--- src/rtl/rv32_alu.sv ---
// RV32I integer ALU: AND/XOR/OR/ADD/SUB/shifts/SLT/SLTU/PASS_B, optional MUL (RV32_ALU_MUL_EN).
// Latency: 1 cycle; result, zero flag and valid are registered together.
// Backpressure: none; a valid operand set is accepted on every cycle.
module rv32_alu #(
  parameter int WIDTH = 32
) (
  input  logic             clk,
  input  logic             rst,
  input  logic [3:0]       alu_opcode,
  input  logic [WIDTH-1:0] in_a,
  input  logic [WIDTH-1:0] in_b,
  input  logic             in_valid,
  output logic [WIDTH-1:0] alu_out,
  output logic             zero,
  output logic             out_valid
);

  localparam logic [3:0] OP_AND  = 4'b0000;
  localparam logic [3:0] OP_XOR  = 4'b0001;
  localparam logic [3:0] OP_OR   = 4'b0010;
  localparam logic [3:0] OP_ADD  = 4'b0011;
  localparam logic [3:0] OP_SUB  = 4'b0100;
  localparam logic [3:0] OP_SLL  = 4'b0101;
  localparam logic [3:0] OP_SRL  = 4'b0110;
  localparam logic [3:0] OP_SRA  = 4'b0111;
  localparam logic [3:0] OP_SLT  = 4'b1000;
  localparam logic [3:0] OP_SLTU = 4'b1001;
  localparam logic [3:0] OP_PASS = 4'b1010;
`ifdef RV32_ALU_MUL_EN
  localparam logic [3:0] OP_MUL  = 4'b1011;
`endif

  logic [WIDTH-1:0] r_out;
  logic             r_zero;
  logic             r_valid;

  // Only the low five bits of B select the shift distance, so a shift by 32 wraps to 0.
  logic [4:0]       w_shamt;
  logic             w_lt_s;
  logic             w_lt_u;
  logic [WIDTH-1:0] w_result;

  assign w_shamt = in_b[4:0];
  assign w_lt_s  = $signed(in_a) < $signed(in_b);
  assign w_lt_u  = in_a < in_b;

  // Select the operation result; unused and reserved opcodes produce 0.
  always_comb begin
    w_result = '0;
    case (alu_opcode)
      OP_AND:  w_result = in_a & in_b;
      OP_XOR:  w_result = in_a ^ in_b;
      OP_OR:   w_result = in_a | in_b;
      OP_ADD:  w_result = in_a + in_b;
      OP_SUB:  w_result = in_a - in_b;
      OP_SLL:  w_result = in_a << w_shamt;
      OP_SRL:  w_result = in_a >> w_shamt;
      OP_SRA:  w_result = $unsigned($signed(in_a) >>> w_shamt);
      OP_SLT:  w_result = {{(WIDTH-1){1'b0}}, w_lt_s};
      OP_SLTU: w_result = {{(WIDTH-1){1'b0}}, w_lt_u};
      OP_PASS: w_result = in_b;
`ifdef RV32_ALU_MUL_EN
      // Low half of the product is identical for signed and unsigned operands.
      OP_MUL:  w_result = in_a * in_b;
`endif
      default: w_result = '0;
    endcase
  end

  // Capture result and zero flag on valid cycles; reset wins over a valid input.
  always_ff @(posedge clk) begin
    if (rst) begin
      r_out   <= '0;
      r_zero  <= 1'b1;
      r_valid <= 1'b0;
    end else begin
      r_valid <= in_valid;
      if (in_valid) begin
        r_out  <= w_result;
        r_zero <= (w_result == '0);
      end
    end
  end

  assign alu_out   = r_out;
  assign zero      = r_zero;
  assign out_valid = r_valid;

endmodule

--- config.mk ---
export PLATFORM = sky130hd
export DESIGN_NAME = rv32_alu
export DESIGN_NICKNAME = d
export VERILOG_FILES = /design/src/rtl/rv32_alu.sv
export SDC_FILE = /design/constraint.sdc
export NUM_CORES = 1
export LEC_CHECK = 0
export ABC_AREA = 1
export CORE_ASPECT_RATIO = 1.4
export CORE_UTILIZATION = 40
export CTS_CLUSTER_SIZE = 8
export DETAILED_ROUTE_END_ITERATION = 8
export HOLD_SLACK_MARGIN = 0.1
export PLACE_DENSITY_LB_ADDON = 0.3
export SYNTH_ARGS = -nofsm -noshare
export SYNTH_HDL_FRONTEND = slang
export SYNTH_SLANG_ARGS = --single-unit
--- constraint.sdc ---
create_clock -name clk -period 3.8 [get_ports clk]
set_clock_uncertainty 0.15 [all_clocks]
set_input_delay 0.95 -clock clk [delete_from_list [all_inputs] [get_ports clk]]
set_output_delay 0.95 -clock clk [all_outputs]
set_load 0.05 [all_outputs]
* After elaboration in Yosys (flattened, before gate mapping) *
Index checks and enable logic that the tools add are counted.

word-level totals
  register bits = 34
  input port bits = 71
  output and inout bits = 34
  logic and storage cells = 26

cells by class
  add/subtract/negate cells = 2
  magnitude comparators = 2
  equality and inequality tests = 10
  shift operators = 3
  mux-type cells = 1
  bitwise logic cells = 3
  reduce and logical (&&, ||, !) cells = 2

operator list
  kind                                            count
  one-hot mux 32 bit (11 select lines)            1
  less-than comparator 32 bit                     2
  adder 32 bit                                    1
  AND 32 bit                                      1
  logical NOT 32 bit                              1
  bitwise OR 32 bit                               1
  left shift 32 x 5 -> 32 bit                     1
  right shift 32 x 5 -> 32 bit                    1
  >>> shifter 32 x 5 -> 32 bit                    1
  subtractor 32 bit                               1
  bitwise XOR 32 bit                              1
  == test 4 x 3 -> 1 bit (second input constant)  4
  == test 4 bit (second input constant)           3
  == test 4 x 2 -> 1 bit (second input constant)  2
  == test 4 x 1 -> 1 bit (second input constant)  1
  logical NOT 4 bit                               1

* Depth between registers and ports, before layout *
Gate-level depths: netlist (run 1).

  depth in word-level cells = 3
  depth in mapped cells = 24
  mapped depth without buffers = 22

* Least setup slack after synthesis (run 1) *
Ideal clock, no wire load.

  path type = input-to-reg
  start = in in_b[4]
  end = reg r_zero, in the netlist zero
  library setup time = 0.060 ns
  arrival time = 3.126 ns
  data required time = 3.590 ns
  path slack = 0.465 ns
  stages = 20
  path buffers = 3
  path through = buf_2 inv_2 buf_2 ha_1 buf_2 nor2_1 nand3_1 nand3_1 nand2_1 nand3_1 nand2_1 a21oi_1 nor2_1 nor2_1 nand2_1 nor2_1 nand2_1 nor2_1 nand2_1 nand2_1

between the ends
  longest elaborated chain between the ends = 3
  elaborated cells between the ends (all ways) = 12
  those cells by class = add/sub (2); order compare (2); shift (3); mux (1); bitwise (3); reduce/logical (1)

ends and longest elaborated chain
  what                                             RTL line  RTL
  start, declared                                  11        input logic [WIDTH-1:0] in_b,
  subtractor 32 bit, or another cell as far along  55        OP_SUB: w_result = in_a - in_b;
  one-hot mux 32 bit (11 select lines) *           50        case (alu_opcode)
  logical NOT 32 bit *                             80        r_zero <= (w_result == '0);
  end signal, assigned                             80
  end, declared                                    34        logic r_zero;

Every way passes the cells marked *; elsewhere a longest branch is shown, timed or not.
A chain may end at the register's enable or synchronous reset.

* Worst setup path in the final report (run 1) *
  start = in in_b[19]
  end = reg r_zero, in the netlist zero

between the ends
  longest elaborated chain between the ends = 3
  elaborated cells between the ends (all ways) = 9
  those cells by class = add/sub (2); order compare (2); mux (1); bitwise (3); reduce/logical (1)

ends and longest elaborated chain
  what                                             RTL line
  subtractor 32 bit, or another cell as far along  55
  one-hot mux 32 bit (11 select lines) *           50
  logical NOT 32 bit *                             80

Marks and branches as above.

==> results of run 1 <==
## sequential cells by signal (all words and copies together) (netlist names)
name       cells
out_valid      1
zero           1
alu_out       32
## power breakdown
group	internal [mW]	switching, mW	total (mW)
Combinational	1.05	1.57	2.62
Sequential	0.385	0.0161	0.401
Clock	0.323	0.148	0.471
Total	1.76	1.73	3.49
## synth_stat cells
cell       number
fa_1            2
o21ai_1        17
a211oi_2        2
nand3_2         4
or2_0           1
ha_1          104
nand2_4        10
o21bai_1        9
nand2_1       751
buf_8           1
o22ai_1        19
nand3_1       428
nor3b_1         1
xor2_1          3
buf_1          10
buf_2          57
dfxtp_1        34
clkbuf_1       16
nand2_2        16
buf_4          14
clkbuf_2        2
and2_1         11
nand4_1        17
nand3b_1        4
buf_6           7
a21boi_0        1
inv_4           1
or2_1           1
a21o_1          1
a21boi_1        1
a211oi_1        1
nor2_4          3
inv_1         336
nor3_1         17
nor2_2         11
o2111ai_1       2
o21ai_0        60
nor2_1        232
a21oi_1        94
inv_2          17
o211ai_1       44
o221ai_1        4
and3_1          2
a31oi_1         3
## worst max-delay path, delay by kind of cell
| family | cells | cell delay [ns] |
|---|---|---|
| buffers and inverters | 4 | 1.03 |
| and+or+nand+nor | 16 | 1.50 |
| adders and majority gates | 1 | 0.32 |
## area by class of cell
cell class | instances | area, um^2
diodes | 1 | 2.50
clock buffers | 6 | 139
clock inverters | 1 | 30.0
fillers | 2996 | 11500
inverters | 354 | 1340
multi-input cells | 1876 | 10100
flip-flops and latches | 34 | 681
well taps | 380 | 475
repair buffers | 611 | 5120
## cells by family after synthesis
| kind of cell | after synthesis |
|---|---|
| AO/OA/AOI/OAI | 258 |
| AND/OR/NAND/NOR | 1509 |
| buffers and inverters | 461 |
| adder cells (fa/ha/maj) | 106 |
| flip-flops | 34 |
| XOR/XNOR | 3 |
## worst min-delay path by stage
stage,startpoint,to
global route,alu_out[22],alu_out[22]
floorplan,alu_out[12],alu_out[12]
global placement,alu_out[3],alu_out[3]
finish,alu_out[9],alu_out[9]
detailed placement,alu_out[22],alu_out[22]
CTS,alu_out[22],alu_out[22]
## stage by stage
stage | setup slack, ns | TNS [ns] | std cells
6_report | 0.0669 | 0 | 3263
4_1_cts | 0.00774 | 0 | 3254
5_1_grt | -0.0387 | -0.0387 | 3262
3_3_place_gp | -0.685 | -4.60 | 3245
3_5_place_dp | -0.641 | -5.10 | 3245
2_1_floorplan | 0.465 | 0 | 2371
## repair_timing
item	CTS	global route
endpoints found under the hold margin	0	0
endpoints found under the setup margin	4	19
buffers inserted	2	8
pin swaps	4	28
resized for setup	30	166
## layer usage
layer  global-route usage  wire length (um)  vias to the layer above
li1                     -                 -                     8613
met1                0.503             25700                     8346
met2                0.739             31300                      917
met3               0.0466              5300                      220
met4                0.253              4830                        2
met5                    0                14                        -
==> results.py, run 1 <==
metrics = {
    "synth": {
        "synthAdderAreaFrac": 0.112,
        "syn_area_per_cell_um2": 5.05,
        "synth-xor-area-share": 0.00219,
        "syn_nets": 2548,
        "ys_seq_area_frac": 0.0568,
        "synth_top_cell_by_area": "nand2_1",
        "synth.area.top_cells": "nand2_1 24%, nand3_1 18%, ha_1 11%, inv_1 11%, nor2_1 7.3%",
        "netlist_area_um2": 12000,
        "synth_top_area_share": 0.235,
        "ys_ff_latch": 34,
        "synthCells": 2371,
        "synth_compound_gate_area_share": 0.125,
        "synth-simple-area-share": 0.543,
        "synth_top_family_by_area": "simple AND/OR/NAND/NOR gates",
        "ys_types": 44,
        "muxShareOfSynthArea": 0,
        "ys_warn_count": 0,
    },
    "timing": {
        "setup_viol": 0,
        "timing.fmax_mhz": 268,
        "tightestPinTransition_ns": 0.866,
        "period_minus_slack_ns": 3.73,
        "slew-limit-headroom": 0.422,
        "post-route-period-util": 0.982,
        "slew_violations": 0,
        "worst_hold_slack_ns": 0.329,
        "hold_violations": 0,
    },
    "flow_run": {
        "maxCapViolCount": 0,
    },
    "setup_path": {
        "worstSetupEndpoint": "zero",
        "cp-startpoint": "in_b[19]",
        "crit_chain": "clkdlybuf4s50_1 -> inv_1 -> ha_1 -> buf_4 -> nand2_2 -> nor2_2 -> nand2_1 -> nor3_1 -> nand2_1 -> nand3_1 -> nand2_1 -> nand3_1 -> nand2_1 -> nor2_1 -> buf_4 -> nand2_1 -> nor2_1 -> nand2_1 -> nor2_1 -> nand2_1 -> nand2_1",
        "start_kind": "primary input",
        "cpMostUsedCell": "nand2_1",
        "critPathMaxStageDelay_ns": 0.56,
        "crit_type": "primary input to register",
        "cp-end-kind": "register",
        "r2r_start": "zero",
        "r2r-end": "zero",
        "cp.required_ns": 3.88,
        "rrSetupSlack_ns": 2.82,
        "critPathSlowestCell": "clkdlybuf4s50_1",
        "r2r.worst_path.cells": 2,
        "arrival_ns": 3.81,
        "critPathMaxFanout": 7,
    },
    "global_routing": {
        "grt_pass1_wl_um": 96900,
        "gr-total-overflow": 0,
        "antenna_found_initial": 2,
        "grt_max_degree": 72,
        "track_usage": 0.425,
        "grt_pass1_vias": 16972,
    },
    "place": {
        "placed_area_um2": 16900,
        "place_congestion": 1.08,
        "portBuffers": 104,
        "post-dp-hpwl_um": 56200,
    },
    "clocking": {
        "clk_latency_ns": 0.28,
        "cts-root-buf": "clkbuf_16",
        "htreeDepth": 2,
        "path_clk_slew_ns": 0.05,
        "cts.sinks": 34,
        "cts_hold_buf": 0,
        "cts_made_buffers": 5,
        "clk_path_buf_depth": 2,
        "cts_tree": "yes",
    },
    "routing": {
        "drt-total-wl_um": 67100,
        "first_pass_iters": 6,
        "drc": 0,
        "drt_iter0_drc": 1546,
        "vias": 18098,
        "wire_per_inst_um": 20.6,
        "vias_per_cell": 5.55,
        "antenna_left": 0,
    },
    "power_and_ir_drop": {
        "vdd_drop_max_v": 0.000216,
        "power_mw": 3.49,
        "power_density_nw_per_um2": 195,
        "p_leak_nw": 10.0,
    },
    "cells_and_area": {
        "postLayoutCellArea_um2": 17900,
        "drive_gt1_frac": 0.253,
        "nets": 3059,
        "final_util": 0.609,
        "area_delta_synth_final_pct": 49.1,
        "layout_common_cells": "726 x nand2_1, 485 x buf_4, 409 x nand3_1",
        "final_common_cell": "nand2_1",
    },
    "floorplanning": {
        "die_y_um": 207,
        "dieArea_um2": 30700,
        "io_pins": 105,
        "initial_utilization": 0.408,
        "die_w_um": 148,
        "fp-row-count": 74,
        "core-area_um2": 29400,
    },
    "status": {
        "outcome": "completed",
    },
    "worst_hold_path": {
        "hold_depth": 2,
        "min_path_type": "register to register",
    },
}
Power figures use the tool's default switching activity.
==> inputs of run 2 (changes only) <==
Settings changed: CAP_MARGIN from default to 30.
==> results of run 2 <==
Final layout, timing and power as in run 1 (identical DEF).
